### src/rtl/fetch_if.sv
// Fetch-stage bus bundle: the instruction-memory request/response pair, the redirect input
// and the instruction output handshake toward the decoder.
interface fetch_if;
  localparam int unsigned AW = 12;
  localparam int unsigned DW = 32;

  logic [AW-1:0] address_imem;
  logic [DW-1:0] q_imem;
  logic          redirect;
  logic [AW-1:0] redirect_pc;
  logic          out_valid;
  logic          out_ready;
  logic [DW-1:0] out_insn;
  logic [AW-1:0] out_pc;

  modport master (
    output address_imem,
    input  q_imem,
    input  redirect,
    input  redirect_pc,
    output out_valid,
    input  out_ready,
    output out_insn,
    output out_pc
  );

  modport slave (
    input  address_imem,
    output q_imem,
    output redirect,
    output redirect_pc,
    input  out_valid,
    output out_ready,
    input  out_insn,
    input  out_pc
  );
endinterface

### src/rtl/fetch_stage.sv
// Instruction fetch stage: a word-address PC feeding a 1-cycle-latency imem, plus a 2-entry
// skid FIFO. Define FETCH_PERF_EN to add the saturating stall_cycles counter port.
module fetch_stage #(
  parameter logic [11:0] RESET_PC = 12'h000
) (
  input  logic         clock,
  input  logic         reset,
  fetch_if.master      bus
`ifdef FETCH_PERF_EN
  ,
  output logic [31:0]  stall_cycles
`endif
);

  localparam int unsigned AW    = 12;
  localparam int unsigned DW    = 32;
  localparam int unsigned DEPTH = 2;

  logic [AW-1:0] r_pc;
  logic          r_inflight;
  logic [AW-1:0] r_inflight_pc;
  logic [DW-1:0] r_mem_insn [DEPTH];
  logic [AW-1:0] r_mem_pc   [DEPTH];
  logic          r_wr_ptr;
  logic          r_rd_ptr;
  logic [1:0]    r_count;
  logic          r_out_valid;
  logic [DW-1:0] r_out_insn;
  logic [AW-1:0] r_out_pc;

  logic          w_pop;
  logic          w_push;
  logic [1:0]    w_kept;
  logic [2:0]    w_occ;
  logic          w_issue;
  logic [AW-1:0] w_pc_nxt;
  logic          w_inflight_nxt;
  logic [AW-1:0] w_inflight_pc_nxt;
  logic          w_wr_nxt;
  logic          w_rd_nxt;
  logic [1:0]    w_count_nxt;
  logic [DW-1:0] w_head_insn;
  logic [AW-1:0] w_head_pc;

  // The pop is counted before the issue decision so a draining consumer sees no bubble.
  assign w_pop   = r_out_valid && bus.out_ready;
  assign w_push  = r_inflight && !bus.redirect;
  assign w_kept  = r_count - {1'b0, w_pop};
  assign w_occ   = {1'b0, w_kept} + {2'b00, r_inflight};
  assign w_issue = !bus.redirect && (w_occ < 3'd2);

  // Next-state for PC, in-flight tracker, FIFO pointers and the registered FIFO head.
  always_comb begin
    w_pc_nxt          = r_pc;
    w_inflight_nxt    = r_inflight;
    w_inflight_pc_nxt = r_inflight_pc;
    w_wr_nxt          = r_wr_ptr;
    w_rd_nxt          = r_rd_ptr;
    w_count_nxt       = r_count;
    w_head_insn       = r_out_insn;
    w_head_pc         = r_out_pc;

    if (bus.redirect) begin
      w_pc_nxt       = bus.redirect_pc;
      w_inflight_nxt = 1'b0;
      w_wr_nxt       = 1'b0;
      w_rd_nxt       = 1'b0;
      w_count_nxt    = 2'd0;
    end else begin
      w_rd_nxt       = r_rd_ptr ^ w_pop;
      w_wr_nxt       = r_wr_ptr ^ w_push;
      w_count_nxt    = w_kept + {1'b0, w_push};
      w_inflight_nxt = w_issue;
      if (w_issue) begin
        w_inflight_pc_nxt = r_pc;
        w_pc_nxt          = r_pc + AW'(1);
      end
      // An entry written this edge into an otherwise empty FIFO becomes the head directly.
      if (w_count_nxt != 2'd0) begin
        if (w_push && (r_wr_ptr == w_rd_nxt)) begin
          w_head_insn = bus.q_imem;
          w_head_pc   = r_inflight_pc;
        end else begin
          w_head_insn = r_mem_insn[w_rd_nxt];
          w_head_pc   = r_mem_pc[w_rd_nxt];
        end
      end
    end
  end

  // Fetch PC and in-flight request tracking.
  always_ff @(posedge clock or negedge reset) begin
    if (!reset) begin
      r_pc          <= RESET_PC;
      r_inflight    <= 1'b0;
      r_inflight_pc <= '0;
    end else begin
      r_pc          <= w_pc_nxt;
      r_inflight    <= w_inflight_nxt;
      r_inflight_pc <= w_inflight_pc_nxt;
    end
  end

  // FIFO storage and pointers.
  always_ff @(posedge clock or negedge reset) begin
    if (!reset) begin
      for (int i = 0; i < int'(DEPTH); i++) begin
        r_mem_insn[i] <= '0;
        r_mem_pc[i]   <= '0;
      end
      r_wr_ptr <= 1'b0;
      r_rd_ptr <= 1'b0;
      r_count  <= 2'd0;
    end else begin
      if (w_push) begin
        r_mem_insn[r_wr_ptr] <= bus.q_imem;
        r_mem_pc[r_wr_ptr]   <= r_inflight_pc;
      end
      r_wr_ptr <= w_wr_nxt;
      r_rd_ptr <= w_rd_nxt;
      r_count  <= w_count_nxt;
    end
  end

  // Registered copy of the FIFO head drives the consumer.
  always_ff @(posedge clock or negedge reset) begin
    if (!reset) begin
      r_out_valid <= 1'b0;
      r_out_insn  <= '0;
      r_out_pc    <= '0;
    end else begin
      r_out_valid <= (w_count_nxt != 2'd0);
      r_out_insn  <= w_head_insn;
      r_out_pc    <= w_head_pc;
    end
  end

  assign bus.address_imem = r_pc;
  assign bus.out_valid    = r_out_valid;
  assign bus.out_insn     = r_out_insn;
  assign bus.out_pc       = r_out_pc;

`ifdef FETCH_PERF_EN
  logic [31:0] r_stall_cycles;

  // Saturating count of edges where a valid instruction is held back by the consumer.
  always_ff @(posedge clock or negedge reset) begin
    if (!reset) begin
      r_stall_cycles <= '0;
    end else if (r_out_valid && !bus.out_ready && (r_stall_cycles != 32'hFFFF_FFFF)) begin
      r_stall_cycles <= r_stall_cycles + 32'd1;
    end
  end

  assign stall_cycles = r_stall_cycles;
`endif

endmodule

### src/flat_wrapper.sv
// flat-port wrapper written by rule: the top's interface ports become plain ports
module fetch_stage_flat 
#(
  parameter logic [11:0] RESET_PC = 12'h000
)
  (clock, reset, bus_address_imem, bus_q_imem, bus_redirect, bus_redirect_pc, bus_out_valid, bus_out_ready, bus_out_insn, bus_out_pc);
  fetch_if bus_i ();
  input  logic clock;
  input  logic reset;
  output wire logic [$bits(bus_i.address_imem)-1:0] bus_address_imem;
  input wire logic [$bits(bus_i.q_imem)-1:0] bus_q_imem;
  input wire logic [$bits(bus_i.redirect)-1:0] bus_redirect;
  input wire logic [$bits(bus_i.redirect_pc)-1:0] bus_redirect_pc;
  output wire logic [$bits(bus_i.out_valid)-1:0] bus_out_valid;
  input wire logic [$bits(bus_i.out_ready)-1:0] bus_out_ready;
  output wire logic [$bits(bus_i.out_insn)-1:0] bus_out_insn;
  output wire logic [$bits(bus_i.out_pc)-1:0] bus_out_pc;
  assign bus_address_imem = bus_i.address_imem;
  assign bus_i.q_imem = bus_q_imem;
  assign bus_i.redirect = bus_redirect;
  assign bus_i.redirect_pc = bus_redirect_pc;
  assign bus_out_valid = bus_i.out_valid;
  assign bus_i.out_ready = bus_out_ready;
  assign bus_out_insn = bus_i.out_insn;
  assign bus_out_pc = bus_i.out_pc;
  fetch_stage #(.RESET_PC(RESET_PC)) u_core (.clock(clock), .reset(reset), .bus(bus_i));
endmodule
### config.mk
export PLATFORM = sky130hd
export DESIGN_NAME = fetch_stage_flat
export DESIGN_NICKNAME = d
export VERILOG_FILES = /design/src/rtl/fetch_if.sv /design/src/rtl/fetch_stage.sv /design/src/flat_wrapper.sv
export SDC_FILE = /design/constraint.sdc
export NUM_CORES = 1
export LEC_CHECK = 0
export ABC_AREA = 1
export CAP_MARGIN = 20
export CORE_AREA = 3 3 167 169
export DETAILED_ROUTE_END_ITERATION = 10
export DIE_AREA = 0 0 170 172
export PLACE_DENSITY = 0.46
export SLEW_MARGIN = 20
export SYNTH_ARGS = -nofsm -noshare
export SYNTH_HDL_FRONTEND = slang
export SYNTH_SLANG_ARGS = --single-unit
### constraint.sdc
create_clock -name clock -period 4.4 [get_ports clock]
set_clock_uncertainty 0.1 [all_clocks]
set_input_delay 0.44 -clock clock [delete_from_list [all_inputs] [get_ports clock]]
set_output_delay 0.44 -clock clock [all_outputs]
set_load 0.005 [all_outputs]
# Word-level counts from Yosys, hierarchy flattened
# Cells that the tools add are included.
dict set report word_totals {
  regBits 162
  latchBits 0
  mem_bits_rw 0
  romBits 0
  out_inout_bits 57
  wordCells 58
  mem_count 0
}
dict set report op_classes {
  n_addsub 4
  multipliers 0
  div 0
  magnitude_cmp 4
  eq_ne 1
  n_shift 0
  muxes 20
  bitwise 5
  n_reduce_logical 11
}
# operator count
set op_table {}
lappend op_table {{$mux W32} 5}
lappend op_table {{$mux W12} 7}
lappend op_table {{$bwmux W64} 1}
lappend op_table {{$demux W32 S1} 1}
lappend op_table {{$bwmux W24} 1}
lappend op_table {{$add A12 B1 Y12 const B} 1}
lappend op_table {{$demux W12 S1} 1}
lappend op_table {{$reduce_bool A2 Y1} 3}
lappend op_table {{$logic_and A1 B1 Y1} 5}
lappend op_table {{$ge A2 B2 Y1 const B} 2}
lappend op_table {{$not A1 Y2} 2}
lappend op_table {{$reduce_and A2 Y1} 2}
lappend op_table {{$add A2 B1 Y3} 1}
lappend op_table {{$lt A3 B2 Y1 const B} 1}
lappend op_table {{$mux W1} 3}
lappend op_table {{$add A2 B1 Y2} 1}
lappend op_table {{$lt A2 B1 Y1 const B} 1}
lappend op_table {{$mux W2} 1}
lappend op_table {{$sub A2 B1 Y2} 1}
lappend op_table {{$xor A1 B1 Y1} 2}
lappend op_table {{$eq A1 B1 Y1} 1}
lappend op_table {{$logic_not A1 Y1} 1}
lappend op_table {{$not A1 Y1} 1}

# Longest topological paths before layout
# Gate-level depths: netlist of run 1.
dict set report depth {
  word_depth 7
  depth_mapped 12
}

# Worst setup path after synthesis of run 1
# OpenSTA, ideal clock, no wires.
dict set report synth_path {
  path_type {in2reg}
  start {in bus_redirect}
  end {reg u_core.r_mem_insn[45] in the netlist's numbering}
  setup_ps 83
  arrival_time_ps 1934
  t_required_ps 4217
  path_slack_ps 2284
  path_stages 9
  n_path_buf 5
  path_cell_list {buf_4 nor2_4 buf_2 ha_1 clkbuf_1 clkbuf_1 buf_2 nand2_1 o21ai_0}
}
dict set report synth_between {
  elab_chain_cells 2
}
# item line_no
set synth_rtl {}
lappend synth_rtl {{start: declaration} flat_wrapper.sv:12} ;# input wire logic [$bits(bus_i.redirect)-1:0] bus_redirect;
lappend synth_rtl {{$logic_not A1 Y1} fetch_stage.sv:47} ;# assign w_push = r_inflight && !bus.redirect;
lappend synth_rtl {{$logic_and A1 B1 Y1} fetch_stage.sv:47}
lappend synth_rtl {{end signal: indexed assignment} fetch_stage.sv:116} ;# r_mem_insn[r_wr_ptr] <= bus.q_imem;
lappend synth_rtl {{end: declaration} fetch_stage.sv:22} ;# logic [DW-1:0] r_mem_insn [DEPTH];
# Every way passes these cells.
# A chain may end at the register's enable or synchronous reset.

# Worst setup path after layout of run 1
dict set report layout_path {
  start {in bus_out_ready}
  end {reg u_core.r_out_insn[8], in the netlist u_core.bus.out_insn[8]}
}
dict set report layout_between {
  elab_chain_cells 7
}
# item line_no
set layout_rtl {}
lappend layout_rtl {{start: declaration} flat_wrapper.sv:15} ;# input wire logic [$bits(bus_i.out_ready)-1:0] bus_out_ready;
lappend layout_rtl {{$logic_and A1 B1 Y1 (*)} fetch_stage.sv:46} ;# assign w_pop = r_out_valid && bus.out_ready;
lappend layout_rtl {{branches (longest 6 deep; another with $sub A2 B1 Y2)} n/a}
lappend layout_rtl {{end signal: assignment} fetch_stage.sv:133} ;# r_out_insn <= w_head_insn;
lappend layout_rtl {{end: declaration} fetch_stage.sv:28} ;# logic [DW-1:0] r_out_insn;
# Every way passes the cells marked *. The select of a mux whose other input is x is not followed.

==> impl_results.rst, run 1 <==
.. list-table::
   :header-rows: 1

   * - Metric
     - Value
   * - Max-cap violations
     - 0
   * - Clock H-tree levels
     - 4
   * - Time the final worst path needs with I/O delays and setup
     - around 2700 ps
   * - CP max-delay cell
     - nand2_4
   * - Row cnt
     - 60
   * - Antenna diode instance count
     - 0
   * - Critical path cell sequence
     - clkdlybuf4s50_1 > nand2_2 > inv_1 > ha_1 > inv_1 > ha_1 > nand2_2 > nand2_4 > nand3_1 > nand2_1
   * - Height of the die
     - 172 µm
   * - Floorplan Core Area
     - 26730 µm²
   * - Number of flip-flops and latches in the synthesized netlist
     - between 150 and 200
   * - Number of global-route vias before repair
     - around 6300
   * - Setup repair after global routing missed its margin
     - no
   * - Largest net degree at the start of global routing
     - 96
   * - Startpoint type of the worst setup path
     - primary input
   * - Type of the worst min-delay path
     - primary input to asynchronous set/reset pin
   * - Leakage power summed over all cells
     - 0.004570 µW
   * - Maximum ir drop on the vdd rail
     - around 0.22 mV
   * - CTS root buffer
     - clkbuf_16
   * - GR Overflow Total
     - 0
   * - Overall via count from detail_route
     - 6324
   * - CTS tree
     - yes
   * - Number of inserted filler cells in the final layout
     - about 2800
   * - Worst stage delay on the critical path
     - 490 ps
   * - Number of buffers created by CTS
     - 17
   * - Netlist cell types
     - 31
   * - Deepest clock path buffer count
     - 2
   * - Power density of the placed cells
     - 731.1 nW/µm²
   * - Slack of the worst reg-to-reg path
     - about 1800 ps
   * - Post-place instance area
     - 8912 µm²
   * - Element type at the critical path end
     - flip-flop
   * - Violations in the final reports
     - hold timing
   * - Final-layout setup total negative slack
     - 0 ps
   * - Hold_buf cts
     - 0
   * - Sequential element share of the synthesized area
     - 53.20%
   * - Async set-reset flop share out of synthesis
     - 100.0%
   * - Number of top-level pins
     - between 100 and 150
   * - Iter 0 DRT Violations
     - 340
   * - Hold violation count in the final report
     - 2
   * - Final setup violation count
     - 0
   * - DRC violations left
     - 0
   * - Post-Syn Area per Cell
     - 8.021 µm²
   * - Count of yosys warnings during synthesis
     - 0
   * - Critical R2R Launch
     - u_core.bus.out_valid
   * - Antenna Violating Nets Remaining
     - 0
   * - Nets
     - 1078
   * - Sinks on Clock Net
     - 162
   * - Transition time of the tightest slew-check pin
     - 960.8 ps
   * - Required time at the worst-slack endpoint
     - 4610 ps
   * - CTS clk-pin slew, worst paths
     - 70 ps
   * - Arrival time of data at the critical path endpoint
     - 2900 ps
   * - Fin area
     - 9555 µm²
   * - Starting Density
     - 28.51%
   * - Initial antenna violation count
     - 0
   * - Global-route wire length before repair
     - 33.83 mm
   * - Outcome
     - complete, but fails checks
   * - Number of cells traversed by the worst register-to-register path
     - 9
   * - Overall routing resource usage
     - 14.63%
   * - DR pass1 iterations
     - 6
   * - Leading register cell type out of synthesis
     - dfrtp_1
   * - Post-cts repair resize count
     - 0
   * - Detail Placement HPWL
     - 12.22 mm
   * - Number of pins exceeding their max-slew limit in the final report
     - 0
   * - Weighted congestion reported at the end of routability-driven placement
     - 0.7273
   * - Die footprint
     - 29240 µm²
   * - Synthesis-to-finish area growth
     - 25.40%
   * - Drt wl/cell
     - around 15 µm
   * - Number of standard cells after synthesis
     - 950
   * - Tightest slew margin relative to the limit
     - 35.95%
   * - Port Buffer Count
     - 104
   * - Worst hold slack across all endpoints
     - -7.551 ps
   * - Start-to-end type of the worst setup path
     - primary input to flip-flop
   * - Worst flop-to-flop path endpoint
     - u_core.bus.out_insn[8]
   * - DIE WIDTH
     - 170 µm
   * - Buffers inserted during post-CTS setup optimization
     - 0
   * - Syn_nets
     - between 1000 and 1500
   * - Final routed wirelength across all metal layers
     - between 20 and 25 mm
   * - Top fanout value on the critical path
     - 45
   * - Post-synth EDFFs
     - 0
   * - Via-to-Cell Ratio
     - 4.586
   * - Fin crit share
     - 61.19%
   * - Clock network latency to the later pin of the worst-skew pair
     - 420 ps
   * - Synth Cell Area
     - 7620 µm²
   * - Share of cells above drive strength 1
     - 5.491%
   * - Peak clock frequency supported by timing
     - ~0.37 GHz
## kinds of logic (layout without fill, tap and decap cells)
kind of cell,after synthesis,in the layout,synth area share [%]
DFF,162,162,53.20
muxes,1,1,0.1314
adders and majority gates,5,5,0.8210
buffers and inverters,170,258,9.245
and+or+nand+nor,454,454,25.85
xor gates and xnor gates,4,4,0.4599
AOI/OAI and AO/OA,154,154,10.30
## placed cells by master (no fill, tap or decap), drive strengths merged
| cell | synthesis | layout |
|---|---|---|
| nand2 | 240 | 240 |
| dfrtp | 162 | 162 |
| nand3 | 155 | 155 |
| inv | 112 | 113 |
| o21ai | 104 | 104 |
| clkdlybuf4s50 | 0 | 103 |
| nor2 | 57 | 57 |
| a21oi | 44 | 44 |
| clkbuf | 22 | 21 |
| buf | 36 | 11 |
| ha | 5 | 5 |
| clkinv | 0 | 4 |
| o211ai | 3 | 3 |
| xor2 | 3 | 3 |
| bufinv | 0 | 3 |
| clkinvlp | 0 | 3 |
| o21a | 1 | 1 |
| a21o | 1 | 1 |
| nor3 | 1 | 1 |
| nand4 | 1 | 1 |
| mux2i | 1 | 1 |
| xnor2 | 1 | 1 |
| a31oi | 1 | 1 |
## worst max path at each step
stage,start,end,depth (start not counted)
floorplan,bus_redirect,u_core.r_mem_insn[45],9
global route,bus_out_ready,u_core.bus.out_insn[8],10
finish,bus_out_ready,u_core.bus.out_insn[8],10
CTS,bus_out_ready,u_core.bus.out_pc[9],10
global placement,bus_out_ready,u_core.bus.out_insn[8],10
detailed placement,bus_out_ready,u_core.bus.out_insn[26],10
## power by group
| group | leakage [µW] | total (µW) | internal, µW | switching [µW] |
|---|---|---|---|---|
| sequential | 0.00197 | 2610 | 2210 | 395 |
| clock | 0.000296 | 1560 | 942 | 621 |
| combinational | 0.00230 | 2810 | 1200 | 1610 |
| total | 0.00457 | 6990 | 4360 | 2630 |
## cells in the mapped netlist, drive strengths merged (3+ instances only)
library cell | instances | share of area, %
nand3 | 155 | 11
dfrtp | 162 | 53
buf | 36 | 2.6
a21oi | 44 | 2.9
nand2 | 240 | 12
clkbuf | 22 | 1.1
o21ai | 104 | 6.8
o211ai | 3 | 0.30
ha | 5 | 0.82
xor2 | 3 | 0.34
nor2 | 57 | 2.9
inv | 112 | 5.5
## cell type report
| cell class | count | area (µm²) | share of cell area, % |
|---|---|---|---|
| inverters | 112 | 420.4 | 4.400 |
| clock inverters | 11 | 152.6 | 1.597 |
| clock buffers | 21 | 470.5 | 4.923 |
| flip-flops and latches | 162 | 4054 | 42.43 |
| repair buffers | 114 | 1155 | 12.09 |
| multi-input cells | 618 | 2877 | 30.10 |
| well taps | 341 | 426.7 | 4.465 |
## stage by stage
stage               worst slack [ps]  total power (µW)  util, %  instances
finish                          1708              6986    35.75       1379
global route                    1458              7647    35.75       1379
CTS                             1700              7080    35.68       1378
detailed placement              1261              5481    33.35       1346
global placement                1285              5455    33.35       1346
floorplan                       2284              4356        -        950
## metal layers
layer  global-route usage [%]  wire length [µm]  vias up
li1                         -                 -     3192
met1                    19.88              9980     2992
met2                    23.97              9452      125
met3                    2.629               841       15
met4                    4.480               262        0
met5                        0                 0        -
## flip-flops by register name, indices dropped and copies added (netlist names)
register	count
u_core.bus.out_insn	32
u_core.r_count	2
u_core.r_inflight	1
u_core.bus.address_imem	12
u_core.r_wr_ptr	1
u_core.bus.out_valid	1
u_core.r_rd_ptr	1
u_core.r_mem_insn	64
u_core.r_inflight_pc	12
u_core.bus.out_pc	12
u_core.r_mem_pc	24
## critical path, delay by kind of cell
kind | cells | cell delay, ps
adder cells (fa/ha/maj) | 2 | 540
buffers and inverters | 3 | 570
AND/OR/NAND/NOR | 5 | 1340
(Power assumes the default switching activity.)
==> run 2, diff against run 1 <==
Settings changed: PLACE_DENSITY 0.46 to 0.48.
Clock period 4.4 ns to 2.4 ns, I/O delays scaled along.
==> impl_results.rst, run 2 (synthesis results as in run 1) <==
.. list-table::
   :header-rows: 1

   * - Metric
     - Value
   * - Outcome
     - complete, no violations
   * - Transition time of the tightest slew-check pin
     - 541.1 ps
   * - Cell family with most CP delay
     - adder cells
   * - GR Overflow Total
     - 0
   * - Max FFs per register
     - 64
   * - Start-to-end type of the worst setup path
     - flip-flop to flip-flop
   * - Type of the worst min-delay path
     - primary input to asynchronous set/reset pin
   * - Worst hold slack across all endpoints
     - 241.4 ps
   * - Setup repair after global routing missed its margin
     - no
   * - Hold violation count in the final report
     - 0
   * - CP max-delay cell
     - dfrtp_1
   * - Final setup violation count
     - 0
   * - Largest net degree at the start of global routing
     - 69
   * - Row cnt
     - 60
   * - Floorplan Core Area
     - 26730 µm²
   * - Detail Placement HPWL
     - between 10 and 15 mm
   * - Antenna diode instance count
     - 0
   * - Fin crit share
     - 83.47%
   * - Final core occ
     - between 30 and 40%
   * - Startpoint type of the worst setup path
     - flip-flop
   * - Weighted congestion reported at the end of routability-driven placement
     - 0.7564
   * - Maximum ir drop on the vdd rail
     - 0.6356 mV
   * - Number of global-route vias before repair
     - 6270
   * - DRC violations left
     - 0
   * - Iter 0 DRT Violations
     - around 380
   * - Overall routing resource usage
     - around 15%
   * - Global-route wire length before repair
     - approximately 34 mm
   * - Critical path cell sequence
     - nand2_2 > inv_1 > ha_1 > inv_1 > ha_1 > nand2_2 > buf_4 > nand3_1 > nand2_1
   * - Synthesis-to-finish area growth
     - 28.74%
   * - Tightest slew margin relative to the limit
     - 63.93%
   * - DIE WIDTH
     - about 170 µm
   * - Die footprint
     - 29240 µm²
   * - Required time at the worst-slack endpoint
     - 2670 ps
   * - Antenna Violating Nets Remaining
     - 0
   * - Number of buffers created by CTS
     - 17
   * - Sinks on Clock Net
     - 162
   * - Clock network latency to the later pin of the worst-skew pair
     - 420 ps
   * - Number of pins exceeding their max-slew limit in the final report
     - 0
   * - Hold_buf cts
     - 1
   * - Final-layout setup total negative slack
     - 0 ps
   * - Overall via count from detail_route
     - 6359
   * - CTS tree
     - yes
   * - Buffers and inverters on the worst path
     - 3
   * - Deepest clock path buffer count
     - 2
   * - Nets
     - roughly 1100
   * - Highest-count cells in the layout ignoring fill and taps
     - 233 x nand2_1, 162 x dfrtp_1, 152 x nand3_1, 111 x inv_1, 103 x clkdlybuf4s50_1
   * - Peak clock frequency supported by timing
     - between 0.4 and 0.5 GHz
   * - Time the final worst path needs with I/O delays and setup
     - 2003 ps
   * - Starting Density
     - 28.51%
   * - Via-to-Cell Ratio
     - 4.523
   * - Most frequent standard cell in the layout excluding fill and tap cells
     - nand2_1
   * - Number of cells traversed by the worst register-to-register path
     - 9
   * - Share of cells above drive strength 1
     - under 10%
   * - Drt wl/cell
     - 14.76 µm
   * - CTS root buffer
     - clkbuf_16
   * - Height of the die
     - 172 µm
   * - DR pass1 iterations
     - 5
   * - Number of top-level pins
     - 105
   * - Final routed wirelength across all metal layers
     - ~21 mm
   * - Buffers inserted during post-CTS setup optimization
     - 0
   * - Worst flop-to-flop path endpoint
     - u_core.bus.out_insn[16]
   * - Max-cap violations
     - 0
   * - Port Buffer Count
     - 104
   * - Arrival time of data at the critical path endpoint
     - about 2300 ps
   * - Element type at the critical path end
     - flip-flop
   * - Power density of the placed cells
     - about 1300 nW/µm²
   * - Top fanout value on the critical path
     - 28
   * - Critical R2R Launch
     - u_core.bus.out_valid
   * - Slack of the worst reg-to-reg path
     - between 300 and 400 ps
   * - Clock H-tree levels
     - 4
   * - Post-cts repair resize count
     - 0
   * - CTS clk-pin slew, worst paths
     - approximately 70 ps
   * - Leakage power summed over all cells
     - 0.004706 µW
   * - Worst stage delay on the critical path
     - 420 ps
   * - Initial antenna violation count
     - 1
   * - Largest Register
     - u_core.r_mem_insn
run 2: changes by cell type in the layout (fill, tap and decap cells not counted):
| cell | previous run | this run |
|---|---|---|
| buf_4 | 7 | 26 |
| bufinv_16 | 3 | 1 |
| dlygate4sd3_1 | 0 | 1 |
| clkbuf_8 | 3 | 4 |
| buf_12 | 3 | 10 |
| clkinvlp_4 | 3 | 4 |
run 2: area by class of cell:
class	instances	area, µm²
fill	2792	16920
sequential	162	4054
multi-input combinational	618	2877
timing repair buffer	141	1448
clock buffer	22	484.2
tap	341	426.7
inverter	112	420.4
clock inverter	10	100.1
run 2: worst max-delay path by stage:
| stage | start | end | slack, ps | cells after the start |
|---|---|---|---|---|
| floorplan | bus_redirect | u_core.r_mem_insn[59] | 480 | 9 |
| global placement | bus_out_ready | u_core.bus.out_insn[5] | 100 | 10 |
| detailed placement | bus_out_ready | u_core.bus.out_insn[0] | 80 | 11 |
| CTS | u_core.bus.out_valid | u_core.bus.out_insn[16] | 380 | 9 |
| global route | u_core.bus.out_valid | u_core.bus.out_insn[0] | 230 | 10 |
| finish | u_core.bus.out_valid | u_core.bus.out_insn[16] | 400 | 9 |
run 2: stage by stage:
step                setup slack (ps)  area (µm²)  cells  total power (µW)
floorplan                      483.9        7620    950              7986
global placement               98.73        9215   1373             10370
detailed placement             83.73        9215   1373             10450
CTS                            375.7        9809   1406             13210
global route                   225.5        9809   1406             14210
finish                         396.7        9809   1406             13000
run 2: power breakdown:
part / switching (µW) / leakage [µW] / internal, µW
logic: 3000 / 0.00246 / 2500
registers: 742 / 0.00197 / 4060
clock network: 1150 / 0.000275 / 1550
total: 4890 / 0.00471 / 8110
run 2: layer usage:
layer	vias up	part of all wire, %	global-route usage, %
met5	-	0.096	0
met4	2	0.50	2.681
met3	7	4.8	3.955
met2	102	46	23.45
met1	3008	49	20.50
li1	3240	-	-
run 2: worst register-to-register path: stages (launching register included):
cell and delay (ps):
dfrtp_1 420, nand2_2 90, inv_1 50, ha_1 260
inv_1 50, ha_1 280, nand2_2 110, buf_4 340
nand3_1 160, nand2_1 90
